File: src/rtl/cv32e40p_config_pkg.sv
// ---------------------------------------------------------------------------
// cv32e40p_config_pkg
// Core-wide configuration constants consumed as parameter defaults.
//   FPU_ADDMUL_LAT : add/mul result latency in cycles (1..4)
//   FPU_OTHERS_LAT : div/sqrt/cvt/cmp result latency in cycles (1..4)
//   ZFINX          : 1 = FP results target the integer regfile (5-bit rd)
// ---------------------------------------------------------------------------
package cv32e40p_config_pkg;

    localparam int unsigned FPU_ADDMUL_LAT = 2;
    localparam int unsigned FPU_OTHERS_LAT = 2;
    localparam int unsigned ZFINX          = 1;

endpackage

File: src/rtl/cv32e40p_pkg.sv
// ---------------------------------------------------------------------------
// cv32e40p_pkg
// Shared types for the FPU writeback sequencer.
//   fpu_lat_class_e : latency class of an FPU operation (ADDMUL / OTHERS)
//   fpu_wb_entry_t  : one in-flight result slot {valid, rd, class}; rd is
//                     always 6 bits wide, users take the low RD_W bits.
// ---------------------------------------------------------------------------
package cv32e40p_pkg;

    typedef enum logic {
        ADDMUL = 1'b0,
        OTHERS = 1'b1
    } fpu_lat_class_e;

    typedef struct packed {
        logic           valid;
        logic [5:0]     rd;
        fpu_lat_class_e lat_class;
    } fpu_wb_entry_t;

endpackage

File: src/rtl/cv32e40p_fpu_wb_sequencer.sv
// ---------------------------------------------------------------------------
// cv32e40p_fpu_wb_sequencer
// Tracks in-flight FPU results in a shift line of MAX_LAT stages so that each
// accepted operation writes back exactly L cycles after issue, never two in
// the same cycle, and never out of order with an older write to the same rd.
//
// Ports
//   clk_i          : clock, all state on the rising edge
//   rst_i          : synchronous active-high reset
//   req_valid_i    : FPU operation offered for issue
//   req_class_i    : 0 = ADDMUL, 1 = OTHERS (selects the latency L)
//   req_rd_i       : destination register of the offered operation
//   req_ready_o    : issue slot free for the offered class/rd
//   flush_i        : discard every in-flight result
//   wb_valid_o     : a result writes back this cycle
//   wb_rd_o        : writeback destination
//   wb_class_o     : class of the writeback entry
//   outstanding_o  : number of valid in-flight entries
//
// Handshake: a request is accepted in a cycle where req_valid_i and
// req_ready_o are both 1. req_ready_o is a function of state, class, rd,
// flush and reset only; it never looks at req_valid_i, so the issuer may
// hold or drop valid freely.
// ---------------------------------------------------------------------------
module cv32e40p_fpu_wb_sequencer
    import cv32e40p_pkg::*;
#(
    parameter int unsigned ADDMUL_LAT = cv32e40p_config_pkg::FPU_ADDMUL_LAT,
    parameter int unsigned OTHERS_LAT = cv32e40p_config_pkg::FPU_OTHERS_LAT,
    parameter int unsigned ZFINX      = cv32e40p_config_pkg::ZFINX,
    localparam int unsigned RD_W      = (ZFINX != 0) ? 5 : 6
) (
    input  logic            clk_i,
    input  logic            rst_i,
    input  logic            req_valid_i,
    input  logic            req_class_i,
    input  logic [RD_W-1:0] req_rd_i,
    output logic            req_ready_o,
    input  logic            flush_i,
    output logic            wb_valid_o,
    output logic [RD_W-1:0] wb_rd_o,
    output logic            wb_class_o,
    output logic [2:0]      outstanding_o
);

    localparam int unsigned MAX_LAT = (ADDMUL_LAT > OTHERS_LAT) ? ADDMUL_LAT : OTHERS_LAT;

    if ((ADDMUL_LAT < 1) || (ADDMUL_LAT > 4) || (OTHERS_LAT < 1) || (OTHERS_LAT > 4)) begin : g_bad_lat
        $error("cv32e40p_fpu_wb_sequencer: latencies must lie in 1..4");
    end

    // stage_q[k] holds the entry that writes back k-1 cycles from now.
    fpu_wb_entry_t stage_q [1:MAX_LAT];
    fpu_wb_entry_t stage_d [1:MAX_LAT];

    fpu_wb_entry_t req_entry;
    logic [2:0]    req_lat;
    logic          collide;
    logic          waw;
    logic          accept;
    logic [2:0]    outstanding;
    logic          unused_rd_msb;

    assign req_lat   = req_class_i ? 3'(OTHERS_LAT) : 3'(ADDMUL_LAT);
    assign req_entry = '{valid: 1'b1, rd: 6'(req_rd_i), lat_class: fpu_lat_class_e'(req_class_i)};

    // Stage 1 is left out of both checks: it retires this cycle, so it can
    // neither share the new entry's slot nor be overtaken by it.
    always_comb begin
        collide = 1'b0;
        waw     = 1'b0;
        for (int k = 2; k <= int'(MAX_LAT); k++) begin
            if (stage_q[k].valid && (k == int'(req_lat) + 1)) begin
                collide = 1'b1;
            end
            if (stage_q[k].valid && (stage_q[k].rd == 6'(req_rd_i))) begin
                waw = 1'b1;
            end
        end
    end

    assign req_ready_o = !rst_i && !flush_i && !collide && !waw;
    assign accept      = req_valid_i && req_ready_o;

    // The slot an accepted request lands in is empty by construction: its
    // upstream neighbour was checked free by the collision test.
    for (genvar k = 1; k <= int'(MAX_LAT); k++) begin : g_stage
        fpu_wb_entry_t shifted;
        if (k < int'(MAX_LAT)) begin : g_shift
            assign shifted = stage_q[k+1];
        end else begin : g_tail
            assign shifted = '0;
        end
        assign stage_d[k] = (accept && (req_lat == 3'(k))) ? req_entry : shifted;
    end

    always_ff @(posedge clk_i) begin
        for (int k = 1; k <= int'(MAX_LAT); k++) begin
            stage_q[k] <= (rst_i || flush_i) ? '0 : stage_d[k];
        end
    end

    always_comb begin
        outstanding = '0;
        for (int k = 1; k <= int'(MAX_LAT); k++) begin
            outstanding = outstanding + 3'(stage_q[k].valid);
        end
    end

    assign outstanding_o = outstanding;
    assign wb_valid_o    = stage_q[1].valid;
    assign wb_rd_o       = stage_q[1].rd[RD_W-1:0];
    assign wb_class_o    = stage_q[1].lat_class;

    // With a 5-bit rd the top bit of the stored register number is never read.
    assign unused_rd_msb = stage_q[1].rd[5];

endmodule

File: config.mk
export PLATFORM = sky130hd
export DESIGN_NAME = cv32e40p_fpu_wb_sequencer
export DESIGN_NICKNAME = d
export VERILOG_FILES = /design/src/rtl/cv32e40p_config_pkg.sv /design/src/rtl/cv32e40p_pkg.sv /design/src/rtl/cv32e40p_fpu_wb_sequencer.sv
export SDC_FILE = /design/constraint.sdc
export NUM_CORES = 1
export LEC_CHECK = 0
export BUFFER_PORTS_ARGS = -buffer_cell sky130_fd_sc_hd__buf_2
export CORE_MARGIN = 2
export CORE_UTILIZATION = 39
export CTS_CLUSTER_SIZE = 40
export DETAILED_ROUTE_END_ITERATION = 7
export GPL_ROUTABILITY_DRIVEN = 1
export HOLD_SLACK_MARGIN = 0.1
export PLACE_DENSITY_LB_ADDON = 0.15
export SYNTH_ARGS = -nofsm -noshare
export SYNTH_HDL_FRONTEND = slang
export SYNTH_SLANG_ARGS = --single-unit
File: constraint.sdc
create_clock -name clk_i -period 1.1 [get_ports clk_i]
set_input_delay 0.055 -clock clk_i [delete_from_list [all_inputs] [get_ports clk_i]]
set_output_delay 0.055 -clock clk_i [all_outputs]
set_load 0.02 [all_outputs]
After elaboration in Yosys (flattened, before gate mapping)
Memory sizes are Yosys's and may differ from the RTL's.
Index checks and enable logic that the tools add are counted.
Storage, ports and cells
  flip-flop bits (word level): 0
  RAM bits: 16
  bits of input ports: 10
  output and inout bits: 11
  word-level logic and storage cells: 15
  memories kept: 1
Cells by class
  add/sub/neg operators: 1
  equality and inequality tests: 1
  multiplexer cells: 4
  reductions and logical operators: 8
Memory list
  stage_q: depth 2, bits a word 8, rd ports 2, clocked after memory_dff 0, write ports 2, RTL line cv32e40p_fpu_wb_sequencer.sv:53  | fpu_wb_entry_t stage_q [1:MAX_LAT];
Operators by type and width (count)
  $mux W8: 3
  $eq A6 B5 Y1: 1
  $logic_and A1 B1 Y1: 4
  $logic_not A1 Y1: 3
  $add A1 B1 Y2: 1
  $logic_or A1 B1 Y1: 1
  $mux W1: 1

Longest topological paths before layout
An unclocked memory read counts as a cell.
  word-level depth: 9
  depth in mapped cells: 4
  gate-level depth less buffers: 3

Least setup slack after synthesis
No wires, ideal clock.
  kind: flip-flop to output port
  start: memory stage_q[2][4] in the netlist's numbering
  end: output req_ready_o
  data arrival time: 1.090 ns
  required time: 1.045 ns
  setup slack: -0.045 ns
  cell stages (with the launch flop): 4
  buffers on the path: 0
  cells stage by stage: dfxtp_1 -> xor2_1 -> nor4_4 -> a21boi_1
RTL lines
  start, declared: RTL line cv32e40p_fpu_wb_sequencer.sv:53
  end, declared: RTL line cv32e40p_fpu_wb_sequencer.sv:38  | output logic req_ready_o,

==> out/metrics.yaml <==
setup_path:
  crit_buf_inv: 2
  rrSetupSlack_ns: -0.15
  max_stage_delay_ns: 0.34
  r2r_end: "stage_q[2][5]$_SDFF_PP0_"
  critPathLaunchType: "register"
  cp_slowest_cell: "dfxtp_2"
  end_kind: "output port"
  crit_type: "reg2out"
  reg2reg_from: "stage_q[2][2]$_SDFF_PP0_"
  cp_data_arrival_time_ns: 1.35
  worst-path-max-fanout: 2
  cp.depth: 5
  required_ns: 1.04
  cpLargestDelayFamily: "flip-flops"
  reg2regPathDepth: 5
  crit_chain: "xor2_2 -> nor4_4 -> buf_4 -> a21boi_2 -> buf_6"
power:
  netSwitchingFraction_pct: 22.38
  power_frac_seq_pct: 51.8
  switching_power_w: 0.0002261
  p_int_w: 0.0007842
  power.share.clock_pct: 35.3
  p_leak_nw: 0.3677
  p_comb_share_pct: 12.9
  ir_drop_uv: 730.3
  total_power_w: 0.001010
  p_per_area_nw_per_um2: 1235
grt:
  top_usage_layer: "met2"
  grtUsageMet1_pct: 20.07
  grt_pass1_wl_um: 1718
  antenna_found_initial: 0
  grt.met3_usage_pct: 3.333
  grt-ovfl-total: 0
  grt_use_total_pct: 16.92
  first_global_vias: 403
  met2_usage_pct: 26.61
  grt_start_max_net_pins: 15
clock_network:
  cts_buffers: 3
  clock_latency_ns: 0.27
  clkTransAtPathRegs_ns: 0.08
  htreeDepth: 1
  cts_max_path_buffers: 2
  cts_tree: "built"
  cts_root_buffer: "clkbuf_4"
  clock-sinks: 14
placement:
  gp_congestion: 0.6723
  place_area_um2: 631.9
  place_ws_ns: -0.07039
  port_buffers: 19
  dp_hpwl_um: 638.4
synth:
  async_reset_ff_share_pct: 0
  synthFlopType: "dfxtp_1"
  yosys_warnings: 0
  synthCells: 49
  yosysUniqueCellTypes: 16
  synth.most_common_cell: "dfxtp_1"
  avgSynthCellArea_um2: 10.37
  synth_nets: 60
  synth_edf_count: 0
  synth.area.top_cells: "dfxtp_1 55%, and2_1 8.6%, a21oi_1 6.9%"
  yosys.area.top_type: "dfxtp_1"
  synth_common_cells: "14 x dfxtp_1, 7 x a21oi_1, 7 x and2_1"
  netlist.area_leader.share_pct: 55.17
  synth-seq-cells: 14
  synth.cell_area_um2: 508.0
  ys_seq_area_share_pct: 55.17
sta:
  finalHoldViolCount: 0
  timing.final.max_slew_violations: 0
  period_share_pct: 128.2
  setup_viol: 8
  min_period_ns: 1.410
  max_freq_ghz: 0.7094
  grt_setup_unrepaired: "yes"
  setup_ws_ns: -0.3097
  skew_ns: 0.001351
final_layout:
  max_flop_register: "stage_q"
  multi_input_area_um2: 269.0
  nets: 92
  ff_latch_area_um2: 286.5
  layout-drive-gt1-share_pct: 53.75
  largest_reg_flops: 14
  diodes: 0
  syn2layout_area_growth_pct: 61.08
  design_area_um2: 818.3
  largestRegisters: "stage_q: 14 flops"
  fill_cells: 112
drt:
  ant_nets: 0
  dr.pass1.iters: 5
  route.vias.total: 442
  drcViolationCount: 0
  via_per_inst: 4.653
  routedWlPerCell_um: 10.72
  drt-total-wl_um: 1018
  first_iter_violations: 3
run:
  maxCapViolations: 0
floorplanning:
  fp.coreArea_um2: 1252
  die_h_um: 40.09
  fp.dieW_um: 40.09
  dieArea_um2: 1607
  rows: 13
  initial_utilization_pct: 40.56
  io-pin-count: 21
min_path:
  hold_depth: 5
  hold_start: "rst_i"
  worstHoldPathType: "in2reg"
  min_to: "stage_q[2][7]$_SDFF_PP0_"
status:
  violations: "setup timing"
  outcome: "finished with violations"
## power groups by stage
stage               logic (W)  clock network [W]  registers (W)
finish               0.000130           0.000356       0.000524
CTS                  0.000122           0.000370       0.000522
detailed placement  0.0000918                  0       0.000533
floorplan           0.0000524                  0       0.000536
global route         0.000141           0.000400       0.000525
global placement    0.0000905                  0       0.000533
## layer usage
| metal | share of wire (%) | up-vias | routed length (um) |
|---|---|---|---|
| met4 | 1.9 | 0 | 19 |
| met5 | 0 | - | 0 |
| met2 | 48 | 16 | 493 |
| met3 | 5.8 | 2 | 59 |
| met1 | 44 | 201 | 446 |
| li1 | - | 223 | - |
## worst max path at each step
stage                                  start                  endpoint  slack [ns]
finish              stage_q[2][2]$_SDFF_PP0_               req_ready_o       -0.31
global route        stage_q[2][2]$_SDFF_PP0_               req_ready_o       -0.39
CTS                 stage_q[2][4]$_SDFF_PP0_               req_ready_o       -0.33
detailed placement  stage_q[2][4]$_SDFF_PP0_               req_ready_o       -0.07
global placement    stage_q[2][4]$_SDFF_PP0_               req_ready_o       -0.06
floorplan           stage_q[2][4]$_SDFF_PP0_  stage_q[2][0]$_SDFF_PP0_       -0.01
## cell families after synthesis
| family | Yosys count | share of synthesized area [%] |
|---|---|---|
| flip-flops | 14 | 55.17 |
| AO/OA/AOI/OAI | 8 | 8.374 |
| XOR/XNOR | 5 | 8.620 |
| buffers and inverters | 3 | 3.201 |
| adder cells (fa/ha/maj) | 1 | 2.463 |
| other | 1 | 0.7382 |
| AND/OR/NAND/NOR | 17 | 21.43 |
## cell type report
cell class              count  area share (%)
clock buffers               4           4.434
multi-input cells          32           32.87
flip-flops and latches     14           35.02
well taps                  15           2.294
repair buffers             30           25.38
## stage by stage
stage / TNS, ns / hold WS, ns / cells / utilization [%]
after floorplan: -0.08034 / 0.1711 / 49 / -
after global placement: -0.05579 / 0.3102 / 83 / 50.45
after detailed placement: -0.07376 / 0.3126 / 83 / 50.45
after CTS: -1.533 / 0.2130 / 96 / 62.64
after global routing: -1.770 / 0.2132 / 95 / 65.33
final: -1.243 / 0.2070 / 95 / 65.33
## worst min-delay path: cells and delay by family
family,cells,cell delay [ns]
compound gates,1,0.03
buf+inv,2,0.23
simple gates,2,0.12
## cells in the final DEF, fill, tap and decap left out
master | Yosys | final
buf_2 | 0 | 17
dfxtp_1 | 14 | 9
and2_1 | 7 | 7
dlygate4sd3_1 | 0 | 7
nand3_1 | 6 | 6
a21oi_2 | 0 | 5
dfxtp_2 | 0 | 5
buf_4 | 1 | 4
xor2_2 | 0 | 3
clkbuf_4 | 0 | 3
a21oi_1 | 7 | 2
buf_6 | 0 | 2
xor2_1 | 4 | 1
nor4_4 | 1 | 1
xnor2_1 | 1 | 1
and2_0 | 1 | 1
nor2_1 | 1 | 1
a21boi_2 | 0 | 1
nand2_1 | 1 | 1
ha_4 | 0 | 1
conb_1 | 1 | 1
clkbuf_8 | 0 | 1
## what timing repair did
action	CTS	global route
setup buffers	2	1
hold buffers	7	0
hold endpoints to repair	7	0
resized for setup	8	11
setup endpoints to repair	8	9
pin swaps	0	1
Power figures use the tool's default switching activity.
